**src/rtl/conv1d_loader.sv**
```systemverilog
// Streams input samples and filter weights from a byte host into a conv1d CFU.
// It then reads back the accumulator and presents it as a one-cycle result pulse.
module conv1d_loader #(
   parameter int         KERNEL_LENGTH      = 8,
   parameter int         MAX_INPUT_CHANNELS = 128,
   parameter logic [6:0] IDLE_CMD           = 7'd0
) (
   input  logic        clk,
   input  logic        rst_n,
   input  logic        start,
   input  logic [7:0]  depth,
   output logic        busy,
   input  logic        in_valid,
   output logic        in_ready,
   input  logic [7:0]  in_data,
   output logic [6:0]  cmd,
   output logic [31:0] inp0,
   output logic [31:0] inp1,
   input  logic [31:0] ret,
   output logic [31:0] result,
   output logic        result_valid,
   output logic        error
);

   typedef enum logic [2:0] {
      S_IDLE,
      S_SET_DEPTH,
      S_LOAD_IN,
      S_LOAD_FLT,
      S_READ_ACC,
      S_WAIT_RET,
      S_CAPTURE
   } state_t;

   localparam logic [6:0] CMD_LOAD_IN  = 7'd1;
   localparam logic [6:0] CMD_LOAD_FLT = 7'd2;
   localparam logic [6:0] CMD_SET_DEP  = 7'd5;
   localparam logic [6:0] CMD_READ_ACC = 7'd7;

   state_t      state_q, state_d;
   logic [7:0]  depth_q, depth_d;
   logic [10:0] last_q, last_d;
   logic [10:0] cnt_q, cnt_d;
   logic [6:0]  cmd_q, cmd_d;
   logic [31:0] inp0_q, inp0_d;
   logic [31:0] inp1_q, inp1_d;
   logic [31:0] result_q, result_d;
   logic        result_valid_q, result_valid_d;
   logic        error_q, error_d;
   logic        depth_ok;
   logic        accept;

   assign in_ready     = (state_q == S_LOAD_IN) || (state_q == S_LOAD_FLT);
   assign busy         = (state_q != S_IDLE);
   assign accept       = in_valid && in_ready;
   assign depth_ok     = (depth != 8'd0) && (int'(depth) <= MAX_INPUT_CHANNELS);
   assign cmd          = cmd_q;
   assign inp0         = inp0_q;
   assign inp1         = inp1_q;
   assign result       = result_q;
   assign result_valid = result_valid_q;
   assign error        = error_q;

   always_comb begin
      state_d        = state_q;
      depth_d        = depth_q;
      last_d         = last_q;
      cnt_d          = cnt_q;
      cmd_d          = IDLE_CMD;
      inp0_d         = 32'd0;
      inp1_d         = 32'd0;
      result_d       = result_q;
      result_valid_d = 1'b0;
      error_d        = 1'b0;

      case (state_q)
         S_IDLE: begin
            if (start) begin
               if (depth_ok) begin
                  depth_d = depth;
                  // Store N-1 so the wrap test is a plain equality on the counter.
                  last_d  = 11'(KERNEL_LENGTH * int'(depth) - 1);
                  state_d = S_SET_DEPTH;
               end else begin
                  error_d = 1'b1;
               end
            end
         end
         S_SET_DEPTH: begin
            cmd_d   = CMD_SET_DEP;
            inp1_d  = {24'd0, depth_q};
            cnt_d   = 11'd0;
            state_d = S_LOAD_IN;
         end
         S_LOAD_IN, S_LOAD_FLT: begin
            if (accept) begin
               cmd_d  = (state_q == S_LOAD_IN) ? CMD_LOAD_IN : CMD_LOAD_FLT;
               inp0_d = {21'd0, cnt_q};
               inp1_d = {{24{in_data[7]}}, in_data};
               if (cnt_q == last_q) begin
                  cnt_d   = 11'd0;
                  state_d = (state_q == S_LOAD_IN) ? S_LOAD_FLT : S_READ_ACC;
               end else begin
                  cnt_d = cnt_q + 11'd1;
               end
            end
         end
         S_READ_ACC: begin
            cmd_d   = CMD_READ_ACC;
            state_d = S_WAIT_RET;
         end
         // The CFU registers its return word while the read beat is on the bus.
         S_WAIT_RET: state_d = S_CAPTURE;
         S_CAPTURE: begin
            result_d       = ret;
            result_valid_d = 1'b1;
            state_d        = S_IDLE;
         end
         default: state_d = S_IDLE;
      endcase
   end

   always_ff @(posedge clk or negedge rst_n) begin
      if (!rst_n) begin
         state_q        <= S_IDLE;
         depth_q        <= 8'd0;
         last_q         <= 11'd0;
         cnt_q          <= 11'd0;
         cmd_q          <= IDLE_CMD;
         inp0_q         <= 32'd0;
         inp1_q         <= 32'd0;
         result_q       <= 32'd0;
         result_valid_q <= 1'b0;
         error_q        <= 1'b0;
      end else begin
         state_q        <= state_d;
         depth_q        <= depth_d;
         last_q         <= last_d;
         cnt_q          <= cnt_d;
         cmd_q          <= cmd_d;
         inp0_q         <= inp0_d;
         inp1_q         <= inp1_d;
         result_q       <= result_d;
         result_valid_q <= result_valid_d;
         error_q        <= error_d;
      end
   end

endmodule

```
**config.mk**
```make
export PLATFORM = sky130hd
export DESIGN_NAME = conv1d_loader
export DESIGN_NICKNAME = d
export VERILOG_FILES = /design/src/rtl/conv1d_loader.sv
export SDC_FILE = /design/constraint.sdc
export NUM_CORES = 1
export LEC_CHECK = 0
export ABC_AREA = 1
export ABC_CLOCK_PERIOD_IN_PS = 1900
export CAP_MARGIN = 20
export CELL_PAD_IN_SITES_DETAIL_PLACEMENT = 0
export CELL_PAD_IN_SITES_GLOBAL_PLACEMENT = 1
export CORE_UTILIZATION = 32
export DETAILED_ROUTE_END_ITERATION = 6
export PLACE_DENSITY_LB_ADDON = 0.1
export SYNTH_ARGS = -nofsm -noshare
export SYNTH_HDL_FRONTEND = slang
export SYNTH_SLANG_ARGS = --single-unit
```
**constraint.sdc**
```tcl
create_clock -name clk -period 1.9 [get_ports clk]
set_input_delay 0.57 -clock clk [delete_from_list [all_inputs] [get_ports clk]]
set_output_delay 0.57 -clock clk [all_outputs]
set_load 0.05 [all_outputs]
```
### Word level (Yosys, flattened, before mapping)

Index checks and enable logic that the tools add are counted.

| storage, ports and cells | value |
|---|---|
| register bits after elaboration | 138 |
| input bits | 52 |
| output and inout port bits | 107 |
| word-level logic and storage cells | 55 |

| cells by class | value |
|---|---|
| add/subtract/negate cells | 2 |
| $lt $le $gt $ge | 1 |
| eq/ne operators | 11 |
| mux-type cells | 20 |
| reduce and logical (&&, ||, !) cells | 11 |

Operators with widths:

| operator | number |
|---|---|
| $pmux W32 S2 | 1 |
| $mux W11 | 4 |
| $mux W32 | 1 |
| $pmux W11 S2 | 1 |
| $mux W3 | 5 |
| $pmux W3 S5 | 1 |
| $add A11 B1 Y11 const B | 1 |
| $eq A11 B11 Y1 | 1 |
| $sub A11 B1 Y11 const B | 1 |
| $eq A3 B3 Y1 const B | 3 |
| $pmux W3 S3 | 1 |
| $le A8 B8 Y1 const B | 1 |
| $ne A2 B2 Y1 const B | 4 |
| $reduce_bool A8 Y1 | 1 |
| $eq A3 B2 Y1 const B | 2 |
| $mux W1 | 4 |
| $mux W2 | 2 |
| $reduce_and A4 Y1 | 1 |
| $eq A3 B1 Y1 const B | 1 |
| $logic_not A3 Y1 | 1 |
| $reduce_and A3 Y1 | 1 |
| $reduce_bool A3 Y1 | 1 |
| $logic_and A1 B1 Y1 | 2 |
| $reduce_and A2 Y1 | 1 |
| other kinds (3) | 3 |

### Logic depth before layout (Yosys ltp)

Gate-level depths: netlist of run 1.

| logic depth | value |
|---|---|
| depth in word-level cells | 5 |
| depth in mapped cells | 12 |
| gate-level depth less buffers | 12 |

### Worst setup path after synthesis of run 1

Ideal clock, no wire load.

| timing path | value |
|---|---|
| path kind | reg-to-output |
| start point | reg state_q[2] |
| end point | out in_ready |
| arrival | 1.341 ns |
| required time | 1.330 ns |
| setup slack | -0.011 ns |
| cell stages (with the launch flop) | 5 |
| path buffers | 1 |
| cell sequence | dfrtp_1 -> inv_1 -> nand2_1 -> inv_1 -> clkbuf_1 |

| on the way | value |
|---|---|
| longest elaborated chain between the ends | 2 |
| elaborated cells on any way between the ends | 3 |
| classes of those cells | 2 x eq/ne; 1 x reduce/logical |

Ends and longest elaborated chain:

| element | line | text |
|---|---|---|
| start: declaration | 40 | `state_t state_q, state_d;` |
| start signal: assignment | 136 | `state_q <= state_d;` |
| $eq A3 B2 Y1 | 53 | `assign in_ready = (state_q == S_LOAD_IN) \|\| (state_q == S_LOAD_FLT);` |
| $logic_or A1 B1 Y1 (*) | 53 |  |
| end: declaration | 14 | `output logic in_ready,` |

Every way passes the cells marked *; elsewhere a longest branch is shown, timed or not.

### Final worst setup path of run 1

| timing path | value |
|---|---|
| start point | reg state_q[0] |
| end point | out busy |

| on the way | value |
|---|---|
| longest elaborated chain between the ends | 1 |

Ends and longest elaborated chain:

| element | line | text |
|---|---|---|
| $reduce_bool A3 Y1 | 54 | `assign busy = (state_q != S_IDLE);` |
| end: declaration | 12 | `output logic busy,` |

Every way passes these cells.

==> flow_summary_export.csv, run 1 <==
group,metric,value,unit
logic_synthesis,synth_area,0.00420,mm²
drt,drc,0,
timing,tightest_slew,0.546,ns
setup_path,cp.arrival,1.25,ns
setup_path,end_kind,"primary output",
power_and_ir_drop,finalPower,5.39,mW
logic_synthesis,yosysTopAreaCellShare,52.5,%
die,die_y,117,µm
cts,cts-buffers-inserted,9,
cts,clockRootBuffer,"clkbuf_16",
final_layout,syn_to_final_growth,47.3,%
timing,hold_slack,0.0265,ns
setup_path,start_kind,"flip-flop",
setup_path,rr_endpoint,"state_q[0]",
cts,insertion_delay,0.35,ns
drt,drt-initial-drc-count,208,
logic_synthesis,ys.flop_type,"dfrtp_1",
grt,antenna_found_initial,0,
die,dieArea,0.0136,mm²
final_layout,drive_above_1_share,26.7,%
logic_synthesis,yosysMostFrequentCell,"nand2_1",
timing,finalClockSkew,0.00496,ns
die,rows,41,
run,drv_cap,0,
cts,h-tree-depth,3,
timing,finalCritPeriodShare,95.9,%
drt,antenna_left,0,
logic_synthesis,synth-seq-cells,88,
timing,fmax,0.549,GHz
final_layout,nets,686,
logic_synthesis,yosys.area.top_type,"dfrtp_1",
timing,rsz0062_at_grt,"no",
setup_path,crit-reg2reg-launch,"cnt_q[2]",
placed_design,placed_cells,790,
timing,fin_crit,1.82,ns
final_layout,fin_area,0.00618,mm²
setup_path,crit_fanout,4,
logic_synthesis,syn-instance-count,486,
drt,wl_per_cell,12.8,µm
cts,cts_buffer_depth,2,
logic_synthesis,ys_seq_area_share,52.5,%
logic_synthesis,yosys-top-cells-area,"dfrtp_1 (52%), nand2_1 (15%), buf_4 (8.8%)",
cts,path_clk_slew,0.06,ns
placed_design,post_dp_cell_area,0.00584,mm²
logic_synthesis,async_flop_share,100,%
die,ios,159,
grt,grt_pass1_vias,3189,
cts,cts_tree,"yes",
timing,hold_violations,0,
logic_synthesis,synth_common_cells,"nand2_1 (164), dfrtp_1 (88), buf_4 (49), inv_1 (34), nor2_1 (31)",
grt,grt_max_degree,84,
final_layout,seq_area,0.00220,mm²
placed_design,dp_slack,-0.335,ns
cts,cts_num_sinks,88,
setup_path,crit_type,"reg -> out",
final_layout,fin_util,48.6,%
setup_path,r2r_cells,7,
logic_synthesis,ys_types,30,
die,die_w,117,µm
timing,max_slew_margin,63.5,%
logic_synthesis,avgSynthCellArea,8.64,µm²
drt,vias_per_cell,4.20,
power_and_ir_drop,p_leak,3.04,nW
drt,firstDrtPassIters,4,
run_status,status,"complete, no violations",
grt,gr-total-overflow,0,
final_layout,antennaDiodeCount,0,
die,initial_core_util,33.0,%
power_and_ir_drop,max-vdd-ir-drop,0.483,mV
setup_path,r2r_slack,0.26,ns
placed_design,dp_hpwl,7480,µm
placed_design,portBuffers,133,
final_layout,multi_input_area,0.00154,mm²
timing,setup_viol,0,
drt,wirelength,10300,µm
logic_synthesis,synth-edff-count,0,
timing,finalSetupTns,0,ns
final_layout,fin_cells,808,
placed_design,gp_congestion,0.784,
worst_hold_path,hold_class,"in -> async",
drt,vias,3395,
timing,maxSlewViolCount,0,
final_layout,nFillCells,1242,
grt,grt_pass1_wl,16200,µm
grt,track_usage,15.9,%
power_and_ir_drop,power_density,872,mW/mm²
die,fp.coreArea,0.0127,mm²
logic_synthesis,yosys_warnings,0,
timing,timing.final.ws_setup,0.0783,ns
setup_path,critical_path_required,1.33,ns
cell usage in the layout (no fill, tap or decap), types with 3 or more instances in the layout:
| cell | Yosys | layout |
|---|---|---|
| nand2_1 | 164 | 162 |
| nand4_1 | 6 | 6 |
| nor2_1 | 31 | 28 |
| dfrtp_1 | 88 | 88 |
| o21ai_0 | 8 | 8 |
| clkbuf_1 | 7 | 4 |
| buf_4 | 49 | 91 |
| clkdlybuf4s50_1 | 0 | 48 |
| xor2_1 | 5 | 5 |
| inv_1 | 34 | 31 |
| nor3_1 | 4 | 4 |
| inv_2 | 5 | 8 |
| conb_1 | 1 | 25 |
| nor2_2 | 2 | 3 |
| nand3_1 | 26 | 25 |
| o21ai_1 | 6 | 6 |
| buf_12 | 0 | 30 |
| ha_1 | 3 | 3 |
| xnor2_1 | 8 | 8 |
| o21ai_2 | 10 | 10 |
| a21oi_1 | 8 | 8 |
| nand2_2 | 4 | 5 |
| clkbuf_16 | 0 | 9 |
worst max path at each step:
stage                           from         end  slack [ns]  cells past startpoint
after floorplan             inp1[30]    inp1[10]        0.06                      1
after global placement      depth[0]  state_q[0]       -0.29                     13
after detailed placement    depth[1]  state_q[0]       -0.34                     13
after CTS                 state_q[1]        busy       0.006                      5
after global routing      state_q[0]        busy       0.004                      5
final                     state_q[0]        busy        0.08                      5
report_power, final:
| group | total (mW) | internal (mW) | switching [mW] |
|---|---|---|---|
| clock | 1.73 | 1.02 | 0.708 |
| combinational | 1.48 | 0.548 | 0.933 |
| sequential | 2.18 | 2.05 | 0.134 |
sequential cells by signal, summed over array words and instances (netlist names):
| register | count |
|---|---|
| inp0 | 11 |
| last_q | 9 |
| result_valid | 1 |
| depth_q | 8 |
| cmd | 3 |
| cnt_q | 11 |
| state_q | 3 |
| inp1 | 9 |
| error | 1 |
| result | 32 |
kinds of logic after synthesis:
kind of cell | Yosys count | synth area share [%]
AND/OR/NAND/NOR | 241 | 23.8
buffers and inverters | 101 | 14.0
flip-flops | 88 | 52.5
AO/OA/AOI/OAI | 39 | 5.99
XOR/XNOR | 13 | 2.71
adder cells (fa/ha/maj) | 3 | 0.894
other | 1 | 0.0893
metal layers:
layer | up-vias | GRT usage, % | wire length (µm) | part of all wire (%)
met1 | 1573 | 19.4 | 4480 | 43
met2 | 81 | 26.3 | 5030 | 49
met5 | - | 0 | 0 | 0
met3 | 9 | 5.03 | 662 | 6.4
met4 | 0 | 5.91 | 132 | 1.3
li1 | 1732 | - | - | -
area by class of cell:
class	instances	share of cell area (%)
clock buffer	13	3.89
clock inverter	3	0.688
inverter	39	2.37
multi-input combinational	321	24.8
sequential	88	35.6
tap	172	3.48
timing repair buffer	172	29.1
worst max-delay path: stages, from the launching register on:
cell and delay [ns]:
dfrtp_1 0.40, inv_2 0.09, nand2_2 0.07, nor2_4 0.11
inv_1 0.08, buf_6 0.16
repair_timing:
action	CTS	global route
gates cloned	0	0
hold buffers	0	0
endpoints found under the setup margin	1	20
pin swaps	0	4
gates resized for setup	3	12
setup buffers	1	1
(Power assumes the default switching activity.)
==> run 2, diff against run 1 <==
--- a/config.mk
+++ b/config.mk
@@ -6,8 +6,6 @@
 export NUM_CORES = 1
 export LEC_CHECK = 0
 export ABC_AREA = 1
-export ABC_CLOCK_PERIOD_IN_PS = 1900
-export CAP_MARGIN = 20
 export CELL_PAD_IN_SITES_DETAIL_PLACEMENT = 0
 export CELL_PAD_IN_SITES_GLOBAL_PLACEMENT = 1
 export CORE_UTILIZATION = 32
==> results of run 2 <==
Final layout, timing and power as in run 1 (identical DEF).
